==> src/rtl/uart_rx_fifo.sv <==
// uart_rx_fifo: 8N1 UART receiver, 16x oversampled with 3-sample majority vote, feeding a small byte FIFO.
// Ports: clk system clock; rst async active-low reset; rx serial line (idle high, async);
//   rd pop strobe; clr_err clears sticky flags; DO FIFO head byte (0 when empty);
//   STATUS {4'b0, busy, ovr, ferr, ready}; ready FIFO not empty; ferr sticky framing error;
//   ovr sticky overrun; busy frame in progress.
module uart_rx_fifo #(
  parameter int CLK_HZ     = 27000000,
  parameter int BAUD       = 115200,
  parameter int DIV        = (CLK_HZ + BAUD * 8) / (BAUD * 16),
  parameter int DEPTH_LOG2 = 2
) (
  input  logic       clk,
  input  logic       rst,
  input  logic       rx,
  input  logic       rd,
  input  logic       clr_err,
  output logic [7:0] DO,
  output logic [7:0] STATUS,
  output logic       ready,
  output logic       ferr,
  output logic       ovr,
  output logic       busy
);
  localparam int CW = $clog2(DIV);
  localparam logic [2:0] IDLE = 3'd0, START = 3'd1, DATA = 3'd2, STOP = 3'd3, BRK = 3'd4;
  logic [1:0] sync_q;
  logic prev_q;
  logic [2:0] state_q, state_d;
  logic [CW-1:0] cnt_q, cnt_d;
  logic [3:0] s_q, s_d;
  logic [2:0] bit_q, bit_d;
  logic [1:0] v_q, v_d;
  logic [7:0] sh_q, sh_d;
  logic [DEPTH_LOG2:0] wp_q, wp_d, rp_q, rp_d;
  logic ferr_q, ferr_d, ovr_q, ovr_d;
  logic [7:0] mem [1 << DEPTH_LOG2];
  logic rxs, tick, maj, s9, s15, push, ferr_set, empty, full, pop, wr, ovr_set;
  assign rxs = sync_q[1];
  assign tick = (state_q != IDLE) && (cnt_q == CW'(DIV - 1));
  assign maj = (v_q[0] & v_q[1]) | (v_q[0] & rxs) | (v_q[1] & rxs);
  assign s9 = tick && (s_q == 4'd9);
  assign s15 = tick && (s_q == 4'd15);
  always_comb begin
    state_d = state_q;
    cnt_d = (state_q == IDLE || tick) ? '0 : cnt_q + 1'b1;
    s_d = (state_q == IDLE) ? 4'd0 : s_q + {3'b000, tick};
    v_d = (tick && s_q == 4'd7) ? {v_q[1], rxs} : (tick && s_q == 4'd8) ? {rxs, v_q[0]} : v_q;
    bit_d = bit_q;
    sh_d = sh_q;
    push = 1'b0;
    ferr_set = 1'b0;
    case (state_q)
      IDLE: if (prev_q && !rxs) state_d = START;
      START: begin
        if (s9 && maj) state_d = IDLE;
        else if (s15) begin
          state_d = DATA;
          bit_d = 3'd0;
        end
      end
      DATA: begin
        if (s9) sh_d = {maj, sh_q[7:1]};
        if (s15) begin
          bit_d = bit_q + 3'd1;
          if (bit_q == 3'd7) state_d = STOP;
        end
      end
      STOP: begin
        // Returning to IDLE at mid stop bit leaves half a bit to catch a back-to-back start edge.
        if (s9 && maj) begin
          push = 1'b1;
          state_d = IDLE;
        end else if (s9) begin
          ferr_set = 1'b1;
          state_d = BRK;
        end
      end
      BRK: if (rxs) state_d = IDLE;
      default: state_d = IDLE;
    endcase
  end
  // Pointers carry one extra wrap bit so full and empty are distinguishable.
  assign empty = (wp_q == rp_q);
  assign full = (wp_q == (rp_q ^ {1'b1, {DEPTH_LOG2{1'b0}}}));
  assign pop = rd && !empty;
  assign wr = push && (!full || pop);
  assign ovr_set = push && full && !pop;
  assign wp_d = wp_q + (DEPTH_LOG2 + 1)'(wr);
  assign rp_d = rp_q + (DEPTH_LOG2 + 1)'(pop);
  assign ferr_d = ferr_set | (ferr_q & ~clr_err);
  assign ovr_d = ovr_set | (ovr_q & ~clr_err);
  always_ff @(posedge clk or negedge rst) begin
    if (!rst) begin
      sync_q <= 2'b11;
      prev_q <= 1'b1;
      state_q <= IDLE;
      cnt_q <= '0;
      s_q <= 4'd0;
      bit_q <= 3'd0;
      v_q <= 2'b00;
      sh_q <= 8'h00;
      wp_q <= '0;
      rp_q <= '0;
      ferr_q <= 1'b0;
      ovr_q <= 1'b0;
    end else begin
      sync_q <= {sync_q[0], rx};
      prev_q <= rxs;
      state_q <= state_d;
      cnt_q <= cnt_d;
      s_q <= s_d;
      bit_q <= bit_d;
      v_q <= v_d;
      sh_q <= sh_d;
      wp_q <= wp_d;
      rp_q <= rp_d;
      ferr_q <= ferr_d;
      ovr_q <= ovr_d;
    end
  end
  always_ff @(posedge clk) begin
    if (wr) mem[wp_q[DEPTH_LOG2-1:0]] <= sh_q;
  end
  // Head byte is forced to zero while empty so DO is defined out of reset.
  assign ready = !empty;
  assign DO = ready ? mem[rp_q[DEPTH_LOG2-1:0]] : 8'h00;
  assign ferr = ferr_q;
  assign ovr = ovr_q;
  assign busy = (state_q != IDLE);
  assign STATUS = {4'b0000, busy, ovr, ferr, ready};
endmodule

==> config.mk <==
export PLATFORM = sky130hd
export DESIGN_NAME = uart_rx_fifo
export DESIGN_NICKNAME = d
export VERILOG_FILES = /design/src/rtl/uart_rx_fifo.sv
export SDC_FILE = /design/constraint.sdc
export NUM_CORES = 1
export LEC_CHECK = 0
export CORE_ASPECT_RATIO = 2
export CORE_UTILIZATION = 40
export CTS_CLUSTER_DIAMETER = 150
export DETAILED_ROUTE_END_ITERATION = 8
export PLACE_DENSITY = 0.66
export RECOVER_POWER = 100
export SLEW_MARGIN = 30
export SYNTH_ARGS = -nofsm -noshare
export SYNTH_HDL_FRONTEND = slang
export SYNTH_SLANG_ARGS = --single-unit
==> constraint.sdc <==
create_clock -name clk -period 6.7 [get_ports clk]
set_clock_uncertainty 0.05 [all_clocks]
set_input_delay 0.67 -clock clk [delete_from_list [all_inputs] [get_ports clk]]
set_output_delay 0.67 -clock clk [all_outputs]
set_load 0.01 [all_outputs]
==> impl_results.md, run 1 <==
- First-pass GRT wire length: 7.71 mm
- Static leakage: 1.52 nW
- Violated checks: capacitance limit, slew limit
- Sum of routed wire length over all layers: 4.55 mm
- Final-layout worst hold slack: 0.309 ns
- Share of async-settable or async-resettable flops after synthesis: 52.2%
- First element of the critical path: rp_q[0]$_DFF_PN0_
- Number of antenna diodes: 0
- Clock sink count: 67
- Worst EP required: 5.98 ns
- Number of flops mapped to enable cells by yosys: 32
- Mapped Cells: 198
- Post-layout min period: 3.49 ns
- RD Place Congestion: 0.760
- Final clock period utilization by the worst path: 52.1%
- Number of hold violations in the final report: 0
- Vias in the first global route: 1632
- Number of nets in the layout: 236
- Cts bufs inserted: 9
- Non-Filler Instances: 318
- Combinational share of power: 11.5%
- Aggregate global routing overflow: 0
- Max-cap violation count: 1
- Max Clk Rate: 286 MHz
- Number of warnings issued by yosys: 0
- Top area cells in the synthesized netlist: sky130_fd_sc_hd__edfxtp_1 (32%), sky130_fd_sc_hd__dfrtp_1 (27%), sky130_fd_sc_hd__mux4_2 (6.1%)
- Final core utilization: 47.3%
- Antenna violations before repair: 0
- Library cells used by synthesis: 46
- Relative slew margins: -26.9%
- P_int: 0.774 mW
- Netlist area before placement: 2960 um^2
- Worst IR drop on VDD: 0.000230 V
- I/O Buffers: 20
- Top FF cell, synth: sky130_fd_sc_hd__edfxtp_1
- Post-CTS Repair Setup Buffers: 0
- Post-route setup TNS: 0 ns
- Number of detailed-routing iterations run before antenna repair: 3
- Clock input transition at the sequential cells of the worst setup and hold paths: 0.05 ns
- Crit path arrival time: 2.77 ns
- Standard-cell row count: 44
- Placed Cells incl. Taps: 302
- Clock network fraction of total power: 38.5%
- Number of DRC markers in iteration 0: 23
- Power Density: 303 nW/um^2
- Ratio of cells with drive above 1 in the final layout: 12.4%
- Slew of the pin with the lowest slew margin: 1.90 ns
- Routed vias: 1589
- Reg2Reg Launch Point: cnt_q[0]$_DFF_PN0_
- Critical path peak fanout: 10
- Overall die height: 124 um
- Area leader, netlist: sky130_fd_sc_hd__edfxtp_1
- HP Start: sync_q[0]$_DFF_PN1_
- WL/cell: 14.3 um
- Aggregate global-route resource usage: 13.7%
- Detailed placer's ending HPWL: 3.27 mm
- Critical Setup Path Class: flop to output pin
- Gates resized, CTS repair: 0
- Switching Fraction: 25.1%
- DIE AREA: 7770 um^2
- Unrepaired setup endpoints after global routing: no
- Portion of synthesized cell area occupied by the leading cell type: 32.5%
- Count of filler cells inserted in the layout: 639
- Worst slack at placement: 3.86 ns
- Synthesis-to-layout area growth: 15.3%
- Clock root buffer master: sky130_fd_sc_hd__clkbuf_16
- Max clock buf depth: 2
- TritonCTS clock tree: yes
- Run status: finished, violations left
- Worst setup EP type: output pin
- Sequential share of the synthesized area: 62.2%
- Mean area per synthesized cell: 15.0 um^2
- Number of setup violations in the final report: 0
- Setup WS post-layout: 3.21 ns
- # H-tree levels: 3
- Pin count of the biggest net entering global routing: 36
- Number of max-slew violations in the final report: 36
- Placeable core area: 7210 um^2
- Switching power total: 0.260 mW
- DIE WIDTH: 62.8 um
- Initial standard-cell utilization of the core: 41.0%
- DRC viols: 0
- Boundary pin count: 25
- Residual antenna-violating net count after detailed routing: 0
- #FFs+latches synth: 67
- Setup crit start kind: flop
- Clock latency reported for the late side of the worst-skew pair: 0.32 ns
- Proportion of power drawn by flip-flops and latches: 50.0%
- Worst hold-check path type: flop to flop
- Via-per-instance ratio: 5.00
- Hold buffer count at cts: 0
## final timing paths
check	to	slack, ns	depth (start not counted)
setup / recovery	STATUS[0]	3.21	4
hold / removal	sync_q[1]$_DFF_PN1_	0.31	0
setup reg to reg	mem[0][5]$_DFFE_PP_	3.78	6
hold reg to reg	sync_q[1]$_DFF_PN1_	0.31	0
max in group asynchronous	bit_q[1]$_DFFE_PN0P_	4.14	2
min in group asynchronous	v_q[0]$_DFFE_PN0P_	1.36	2
## metal layers
| metal | GRT usage, % | part of all wire (%) |
|---|---|---|
| met4 | 8.72 | 1.9 |
| met1 | 13.0 | 38 |
| met2 | 25.5 | 57 |
| met5 | 0 | 0 |
| met3 | 3.85 | 2.6 |
## registers in the layout, summed over array words and instances, names as in the netlist
| register | count |
|---|---|
| mem | 32 |
| sh_q | 8 |
| cnt_q | 4 |
| s_q | 4 |
| bit_q | 3 |
| rp_q | 3 |
| state_q | 3 |
| wp_q | 3 |
| sync_q | 2 |
| v_q | 2 |
| ferr | 1 |
| ovr | 1 |
| prev_q | 1 |
## synth_stat cells (3+ instances only)
cell type                  number
sky130_fd_sc_hd__a22o_1         4
sky130_fd_sc_hd__xor2_1         6
sky130_fd_sc_hd__inv_1          8
sky130_fd_sc_hd__nor2b_1       12
sky130_fd_sc_hd__buf_4          8
sky130_fd_sc_hd__o21ai_0        3
sky130_fd_sc_hd__nand4_1        3
sky130_fd_sc_hd__nor3_1         3
sky130_fd_sc_hd__dfrtp_1       32
sky130_fd_sc_hd__mux2_4         8
sky130_fd_sc_hd__mux4_2         8
sky130_fd_sc_hd__dfstp_2        3
sky130_fd_sc_hd__nand3_1        4
sky130_fd_sc_hd__edfxtp_1      32
sky130_fd_sc_hd__nand2_1        4
sky130_fd_sc_hd__nor2_1        10
sky130_fd_sc_hd__ha_1          10
## kinds of logic (layout without fill, tap and decap cells)
kind of cell / after synthesis / in the layout / share of synthesized area (%)
AOI/OAI and AO/OA: 19 / 19 / 4.48
other: 1 / 4 / 0.127
muxes: 18 / 18 / 10.9
and+or+nand+nor: 53 / 53 / 11.3
buffers and inverters: 22 / 47 / 4.40
DFF: 67 / 67 / 62.2
xor gates and xnor gates: 7 / 7 / 2.07
adders and majority gates: 11 / 11 / 4.56
## critical path: stages (launching register included)
cell                            delay (ns)
sky130_fd_sc_hd__dfrtp_1              0.70
sky130_fd_sc_hd__xor2_1               0.16
sky130_fd_sc_hd__nor3_1               0.84
sky130_fd_sc_hd__inv_1                0.11
sky130_fd_sc_hd__dlygate4sd3_1        0.64
## power by group through the flow
stage                     Clock, mW  Combinational [mW]  Sequential, mW
after floorplan                   0               0.125           0.494
after global placement            0               0.122           0.525
after detailed placement          0               0.128           0.526
after CTS                     0.410               0.128           0.518
after global routing          0.430               0.139           0.526
final                         0.399               0.119           0.517
## layout by cell type, fill, tap and decap left out, types with 8 or more instances in the layout
| cell type | Yosys | final |
|---|---|---|
| sky130_fd_sc_hd__ha_1 | 10 | 10 |
| sky130_fd_sc_hd__nor2_1 | 10 | 10 |
| sky130_fd_sc_hd__nor2b_1 | 12 | 12 |
| sky130_fd_sc_hd__inv_1 | 8 | 8 |
| sky130_fd_sc_hd__clkbuf_16 | 0 | 9 |
| sky130_fd_sc_hd__mux4_2 | 8 | 8 |
| sky130_fd_sc_hd__edfxtp_1 | 32 | 32 |
| sky130_fd_sc_hd__mux2_1 | 0 | 8 |
| sky130_fd_sc_hd__dlygate4sd3_1 | 0 | 18 |
| sky130_fd_sc_hd__dfrtp_1 | 32 | 32 |
## stage by stage
stage	total power, mW	area (um^2)
2_1_floorplan	0.619	2970
3_3_place_gp	0.647	3210
3_5_place_dp	0.653	3220
4_1_cts	1.06	3480
5_1_grt	1.09	3410
6_report	1.03	3410
## cell type report
class                           count  area, um^2  share of cell area (%)
Sequential cell                    67        1840                    53.9
Inverter                            8        30.0                   0.880
Clock buffer                       12         236                    6.93
Multi-Input combinational cell    112         958                    28.1
Timing Repair Buffer               23         211                    6.20
Clock inverter                      4        20.0                   0.587
Tap cell                           92         115                    3.37
(Power assumes the default switching activity.)
==> inputs of run 2 (changes only) <==
==> constraint.sdc (replaced) <==
create_clock -name clk -period 3.7 [get_ports clk]
set_clock_uncertainty 0.05 [all_clocks]
set_input_delay 0.37 -clock clk [delete_from_list [all_inputs] [get_ports clk]]
set_output_delay 0.37 -clock clk [all_outputs]
set_load 0.01 [all_outputs]
==> run 2 against run 1 <==
  * The run still ends with capacitance limit, slew limit left
  * Total power grew 85%
  * Cell area grew 0.59%
  * Register-to-register slack got worse by 2.7 ns
  * Largest power group unchanged
  * Critical endpoint unchanged
  * Critical path depth rose by 1
  * Core utilization grew 0.28 points
  * Hold slack improved by 0.0017 ns
  * Via count is 0.82% higher
  * Largest cell class unchanged
  * Cell count grew 0.63%
  * Combinational power increased by 85%
  * Sequential share of layout area down 0.31 points
  * Sequential power grew 82%
  * Count of clock-buffer cells in the layout down 3
==> impl_results.md, run 2 (synthesis results as in run 1) <==
- Critical path's largest stage delay: 0.72 ns (-0.12 ns)
- Post-CTS Repair Setup Buffers: 0 (unchanged)
- Hold buffer count at cts: 0 (unchanged)
- Violated checks: capacitance limit, slew limit
- Global routing usage on met3: 3.57% (-0.27 points)
- Relative slew margins: -24.5% (+2.4 points)
- DRC viols: 0 (unchanged)
- Met1 Use GR: 13.4% (+0.43 points)
- Crit path buf inv count: 3 (+1)
- Number of setup violations in the final report: 0 (unchanged)
- TritonCTS clock tree: yes
- Standard-cell row count: 44 (unchanged)
- DIE WIDTH: 62.8 um (unchanged)
- First element of the critical path: rp_q[0]$_DFF_PN0_
- Aggregate global routing overflow: 0 (unchanged)
- Power Density: 557 nW/um^2 (+84%)
- Switching Fraction: 26.4% (+1.3 points)
- Count of filler cells inserted in the layout: 654 (+2.3%)
- End of the worst register-to-register path: wp_q[2]$_DFF_PN0_
- Switching power total: 0.505 mW (+94%)
- Worst setup EP type: output pin
- RD Place Congestion: 0.695 (-8.5%)
- Cell family with most CP delay: buffers and inverters
- Pin count of the biggest net entering global routing: 36 (unchanged)
- Sum of routed wire length over all layers: 4.54 mm (-0.24%)
- First-pass GRT wire length: 7.96 mm (+3.2%)
- Vias in the first global route: 1644 (+0.74%)
- Ratio of cells with drive above 1 in the final layout: 14.0% (+1.6 points)
- Max clock buf depth: 2 (unchanged)
- P_int: 1.41 mW (+81%)
- Via-per-instance ratio: 5.01 (+0.19%)
- Gates resized, CTS repair: 0 (unchanged)
- Total chip power: 1.91 mW (+85%)
- Met2 demand-to-capacity share in global routing: 26.2% (+0.75 points)
- Unrepaired setup endpoints after global routing: no
- Initial standard-cell utilization of the core: 41.0% (unchanged)
- Boundary pin count: 25 (unchanged)
- Clock root buffer master: sky130_fd_sc_hd__clkbuf_16
- Commonest cells after routing, fill and taps aside: sky130_fd_sc_hd__dfrtp_1 (32), sky130_fd_sc_hd__edfxtp_1 (32), sky130_fd_sc_hd__dlygate4sd3_1 (18), sky130_fd_sc_hd__nor2b_1 (12)
- Busiest metal layer after global routing: met2
- Ordered cell list for the critical path: xor2_1, nor3_1, clkbuf_1, inv_1, dlygate4sd3_1
- Residual antenna-violating net count after detailed routing: 0 (unchanged)
- Non-Filler Instances: 320 (+0.63%)
- Antenna violations before repair: 0 (unchanged)
- Crit path arrival time: 2.53 ns (-0.24 ns)
- Cell area after layout: 3430 um^2 (+0.59%)
- Critical Setup Path Class: flop to output pin
- Worst hold-check path type: flop to flop
- Detailed placer's ending HPWL: 3.31 mm (+1.1%)
- Area of the multi-input gates: 958 um^2 (unchanged)
- Routed vias: 1602 (+0.82%)
- Synthesis-to-layout area growth: 15.9%
- Setup crit end: STATUS[0]
- Max-cap violation count: 1 (unchanged)
- R2r setup slk: 1.11 ns (-2.67 ns)
- Critical path peak fanout: 10 (unchanged)
- Final-layout worst hold slack: 0.311 ns (+0.00168 ns)
- Clock sink count: 67 (unchanged)
- Worst IR drop on VDD: 0.000278 V (+21%)
- Crit. path cell count: 5 (+1)
- Overall die height: 124 um (unchanged)
- Proportion of power drawn by flip-flops and latches: 49.2% (-0.8 points)
- Reg2Reg Launch Point: state_q[1]$_DFFE_PN0P_
- Slew of the pin with the lowest slew margin: 1.87 ns (-0.0367 ns)
- Number of max-slew violations in the final report: 36 (unchanged)
- Max FFs per register: 32 (unchanged)
- Number of antenna diodes: 0 (unchanged)
- I/O Buffers: 20 (unchanged)
- Post-layout min period: 2.95 ns
- Number of detailed-routing iterations run before antenna repair: 4 (+1)
- Number of DRC markers in iteration 0: 32 (+39%)
- Cts bufs inserted: 9 (unchanged)
- # H-tree levels: 3 (unchanged)
- Placeable core area: 7210 um^2 (unchanged)
- DIE AREA: 7770 um^2 (unchanged)
- Number of hold violations in the final report: 0 (unchanged)
- Number of nets in the layout: 238 (+0.85%)
- Combinational share of power: 11.5% (about the same)
- Setup crit start kind: flop
- Post-route setup TNS: 0 ns (unchanged)
- Worst Reg2Reg Path Length in Cells: 7 (+1)
- Cell at the slowest stage of the critical path: sky130_fd_sc_hd__dfrtp_1
- Static leakage: 1.52 nW (+0.15%)
- Placed Cells incl. Taps: 304 (+0.66%)
- Clock input transition at the sequential cells of the worst setup and hold paths: 0.05 ns (about the same)
- Placement Cell Area: 3220 um^2 (+0.16%)
- Area taken by flip-flops and latches: 1840 um^2 (unchanged)
- WL/cell: 14.2 um (-0.87%)
- Max Clk Rate: 339 MHz
- Aggregate global-route resource usage: 13.9% (+0.24 points)
- Worst EP required: 3.28 ns (-2.70 ns)
- Final clock period utilization by the worst path: 79.7%
- Clock network fraction of total power: 39.3% (+0.8 points)
- Run status: finished, violations left
- Clock latency reported for the late side of the worst-skew pair: 0.33 ns (about the same)
[run 2: changes by cell type in the layout (fill, tap and decap cells not counted)]
cell / before / now
sky130_fd_sc_hd__inv_6: 0 / 1
sky130_fd_sc_hd__clkinvlp_4: 0 / 2
sky130_fd_sc_hd__mux2_1: 8 / 7
sky130_fd_sc_hd__mux2_2: 1 / 2
sky130_fd_sc_hd__clkbuf_1: 6 / 5
[run 2: per-layer routing]
| metal | part of all wire [%] | wire length, um |
|---|---|---|
| met5 | 0 | 0 |
| met4 | 2.8 | 128 |
| met3 | 2.8 | 129 |
| met2 | 57 | 2590 |
| met1 | 37 | 1690 |
[run 2: stage by stage]
step | utilization [%] | setup slack [ns]
after global routing | 47.6 | 0.446
after detailed placement | 44.7 | 1.19
after CTS | 48.4 | 0.995
after floorplan | - | 1.29
after global placement | 44.7 | 1.25
final | 47.6 | 0.751
[run 2: worst register-to-register path, stage by stage (launching register included)]
cell and delay, ns:
sky130_fd_sc_hd__dfrtp_1 0.48, sky130_fd_sc_hd__nor3_1 0.87, sky130_fd_sc_hd__nor2_1 0.29, sky130_fd_sc_hd__nand4_1 0.22, sky130_fd_sc_hd__inv_1 0.08, sky130_fd_sc_hd__ha_1 0.18
sky130_fd_sc_hd__ha_1 0.18, sky130_fd_sc_hd__xor2_1 0.14
[run 2: cell type report]
type	count	share of cell area (%)
clock buffer	9	6.56
sequential	67	53.6
tap	92	3.35
inverter	8	0.875
clock inverter	7	1.28
multi-input combinational	112	27.9
timing repair buffer	25	6.38
[run 2: how the worst min path moves through the flow]
stage                              startpoint                   end  slack, ns  cells past startpoint
after floorplan                           rst  bit_q[0]$_DFFE_PN0P_       0.02                      0
after global placement    sync_q[0]$_DFF_PN1_   sync_q[1]$_DFF_PN1_       0.30                      0
after detailed placement  sync_q[0]$_DFF_PN1_   sync_q[1]$_DFF_PN1_       0.30                      0
after CTS                 sync_q[0]$_DFF_PN1_   sync_q[1]$_DFF_PN1_       0.30                      0
after global routing      sync_q[0]$_DFF_PN1_   sync_q[1]$_DFF_PN1_       0.32                      0
final                     sync_q[0]$_DFF_PN1_   sync_q[1]$_DFF_PN1_       0.31                      0
[run 2: power groups by stage]
stage | Combinational [mW] | Clock [mW] | Sequential (mW)
after CTS | 0.235 | 0.769 | 0.944
final | 0.220 | 0.752 | 0.939
after floorplan | 0.226 | 0 | 0.895
after global routing | 0.260 | 0.808 | 0.958
after global placement | 0.226 | 0 | 0.951
after detailed placement | 0.233 | 0 | 0.958
==> inputs of run 3 (changes only) <==
==> constraint.sdc (replaced) <==
create_clock -name clk -period 2.8 [get_ports clk]
set_clock_uncertainty 0.05 [all_clocks]
set_input_delay 0.28 -clock clk [delete_from_list [all_inputs] [get_ports clk]]
set_output_delay 0.28 -clock clk [all_outputs]
set_load 0.01 [all_outputs]
==> run 3 against run 2 <==
  * First-iteration DRC count grew 56%
  * The run still ends with capacitance limit, slew limit left
  * Global-route usage is essentially flat
  * Highest routed layer unchanged
  * Clock power grew 46%
  * Cell count grew 0.94%
  * Sequential power grew 29%
  * Critical path type unchanged
  * Worst setup slack lost 0.44 ns
  * Core utilization grew 0.62 points
  * Cell area grew 1.3%
  * Count of clock-buffer cells in the layout grew 1
  * Non-clock buffer count grew 3
  * Via count shrank 0.81%
==> impl_results.md, run 3 (synthesis results as in run 1) <==
- Met2 demand-to-capacity share in global routing: 26.1% (-0.14 points)
- Standard-cell row count: 44 (unchanged)
- Max FFs per register: 32 (unchanged)
- Clock sink count: 67 (unchanged)
- Post-layout min period: 2.49 ns
- Met1 Use GR: 13.3% (-0.12 points)
- Setup crit start kind: flop
- Critical path's largest stage delay: 0.60 ns (-0.12 ns)
- Number of setup violations in the final report: 0 (unchanged)
- Ratio of cells with drive above 1 in the final layout: 14.3% (+0.25 points)
- Cts bufs inserted: 9 (unchanged)
- Final-layout worst hold slack: 0.314 ns (+0.00346 ns)
- Boundary pin count: 25 (unchanged)
- RD Place Congestion: 0.777 (+12%)
- Hold buffer count at cts: 0 (unchanged)
- Power Density: 760 nW/um^2 (+37%)
- Pin count of the biggest net entering global routing: 36 (unchanged)
- Worst slack at placement: 0.463 ns (-0.722 ns)
- Run status: finished, violations left
- Static leakage: 1.53 nW (+0.96%)
- Number of detailed-routing iterations run before antenna repair: 5 (+1)
- Antenna violations before repair: 0 (unchanged)
- DRC viols: 0 (unchanged)
- Max-cap violation count: 1 (unchanged)
- Number of hold violations in the final report: 0 (unchanged)
- Worst IR drop on VDD: 0.000378 V (+36%)
- Number of max-slew violations in the final report: 36 (unchanged)
- Residual antenna-violating net count after detailed routing: 0 (unchanged)
- Cell family with most CP delay: buffers and inverters
- First-pass GRT wire length: 7.86 mm (-1.3%)
- Clock root buffer master: sky130_fd_sc_hd__clkbuf_16
- Setup WS post-layout: 0.314 ns (-0.437 ns)
- Global routing usage on met3: 3.30% (-0.27 points)
- Crit path buf inv count: 2 (-1)
- Final clock period utilization by the worst path: 88.8%
- Detailed placer's ending HPWL: 3.39 mm (+2.5%)
- Relative slew margins: -29.9% (-5.4 points)
- Number of antenna diodes: 0 (unchanged)
- Commonest cells after routing, fill and taps aside: sky130_fd_sc_hd__dfrtp_1 (32), sky130_fd_sc_hd__edfxtp_1 (32), sky130_fd_sc_hd__dlygate4sd3_1 (18), sky130_fd_sc_hd__nor2b_1 (12)
- Violated checks: capacitance limit, slew limit
- Gates resized, CTS repair: 0 (unchanged)
- TritonCTS clock tree: yes
- Via-per-instance ratio: 4.92 (-1.7%)
- Vias in the first global route: 1584 (-3.6%)
- Post-route setup TNS: 0 ns (unchanged)
- Aggregate global-route resource usage: 13.9% (-0.019 points)
- Synthesis-to-layout area growth: 17.5%
- Critical Setup Path Class: flop to output pin
- Number of DRC markers in iteration 0: 50 (+56%)
- Worst EP required: 2.47 ns (-0.81 ns)
- Placeable core area: 7210 um^2 (unchanged)
- Aggregate global routing overflow: 0 (unchanged)
- Slew of the pin with the lowest slew margin: 1.95 ns (+0.0816 ns)
- I/O Buffers: 20 (unchanged)
- Total chip power: 2.64 mW (+38%)
- Unrepaired setup endpoints after global routing: no
- Routed vias: 1589 (-0.81%)
- Ordered cell list for the critical path: buf_4, mux4_2, nor2b_1, dlygate4sd3_1
- Worst setup EP type: output pin
- DIE WIDTH: 62.8 um (unchanged)
- Post-CTS Repair Setup Buffers: 0 (unchanged)
- DIE AREA: 7770 um^2 (unchanged)
- Max clock buf depth: 2 (unchanged)
- Sum of routed wire length over all layers: 4.70 mm (+3.4%)
- Overall die height: 124 um (unchanged)
- # H-tree levels: 3 (unchanged)
- Number of nets in the layout: 241 (+1.3%)
- WL/cell: 14.5 um (+2.5%)
- Crit path arrival time: 2.16 ns (-0.37 ns)
- Initial standard-cell utilization of the core: 41.0% (unchanged)
- Cell at the slowest stage of the critical path: sky130_fd_sc_hd__dlygate4sd3_1
- Worst hold-check path type: flop to flop
- Clock latency reported for the late side of the worst-skew pair: 0.33 ns (about the same)
- Critical path peak fanout: 9 (-1)
- Busiest metal layer after global routing: met2
- Max Clk Rate: 402 MHz
- Clock input transition at the sequential cells of the worst setup and hold paths: 0.06 ns (about the same)
run 3: area by class of cell:
class                      instances  area (um^2)
clock buffer                      10          229
clock inverter                     6         66.3
fill                             645         3730
inverter                           8         30.0
multi-input combinational        112          958
sequential                        67         1840
tap                               92          115
timing repair buffer              28          238
run 3: path summary, 6_finish.rpt:
path                                startpoint                  end  cells after the start  slack, ns
setup / recovery             rp_q[0]$_DFF_PN0_                DO[4]                      4       0.31
setup reg to reg            cnt_q[0]$_DFF_PN0_  sh_q[5]$_DFFE_PN0P_                      6       0.35
min in group asynchronous                  rst     s_q[2]$_DFF_PN0_                      2       0.98
hold reg to reg            sync_q[0]$_DFF_PN1_  sync_q[1]$_DFF_PN1_                      0       0.31
hold / removal             sync_q[0]$_DFF_PN1_  sync_q[1]$_DFF_PN1_                      0       0.31
max in group asynchronous                  rst  sh_q[6]$_DFFE_PN0P_                      2       0.59
run 3: metrics by stage:
| stage | instances | util, % | area, um^2 |
|---|---|---|---|
| 3_5_place_dp | 307 | 45.0 | 3250 |
| 2_1_floorplan | 201 | - | 2970 |
| 6_report | 323 | 48.2 | 3480 |
| 5_1_grt | 323 | 48.2 | 3480 |
| 4_1_cts | 323 | 49.1 | 3540 |
| 3_3_place_gp | 307 | 45.0 | 3250 |
run 3: metal layers:
metal,vias up,part of all wire (%),wire length [um]
met4,0,2.6,124
met1,776,37,1750
li1,773,-,-
met5,-,0,0
met3,10,2.8,131
met2,30,57,2690
run 3: report_power, final:
part           internal, mW  switching [mW]  leakage, nW
combinational         0.175           0.165        0.573
sequential             1.10           0.104        0.826
clock                 0.688           0.408        0.135
total                  1.97           0.677         1.53
run 3: worst register-to-register path, stage by stage (launching register included):
cell                       delay, ns
sky130_fd_sc_hd__dfrtp_1        0.42
sky130_fd_sc_hd__inv_1          0.08
sky130_fd_sc_hd__ha_1           0.19
sky130_fd_sc_hd__nand3_1        0.23
sky130_fd_sc_hd__nand2b_1       0.27
sky130_fd_sc_hd__or4b_1         0.69
sky130_fd_sc_hd__mux2_1         0.40
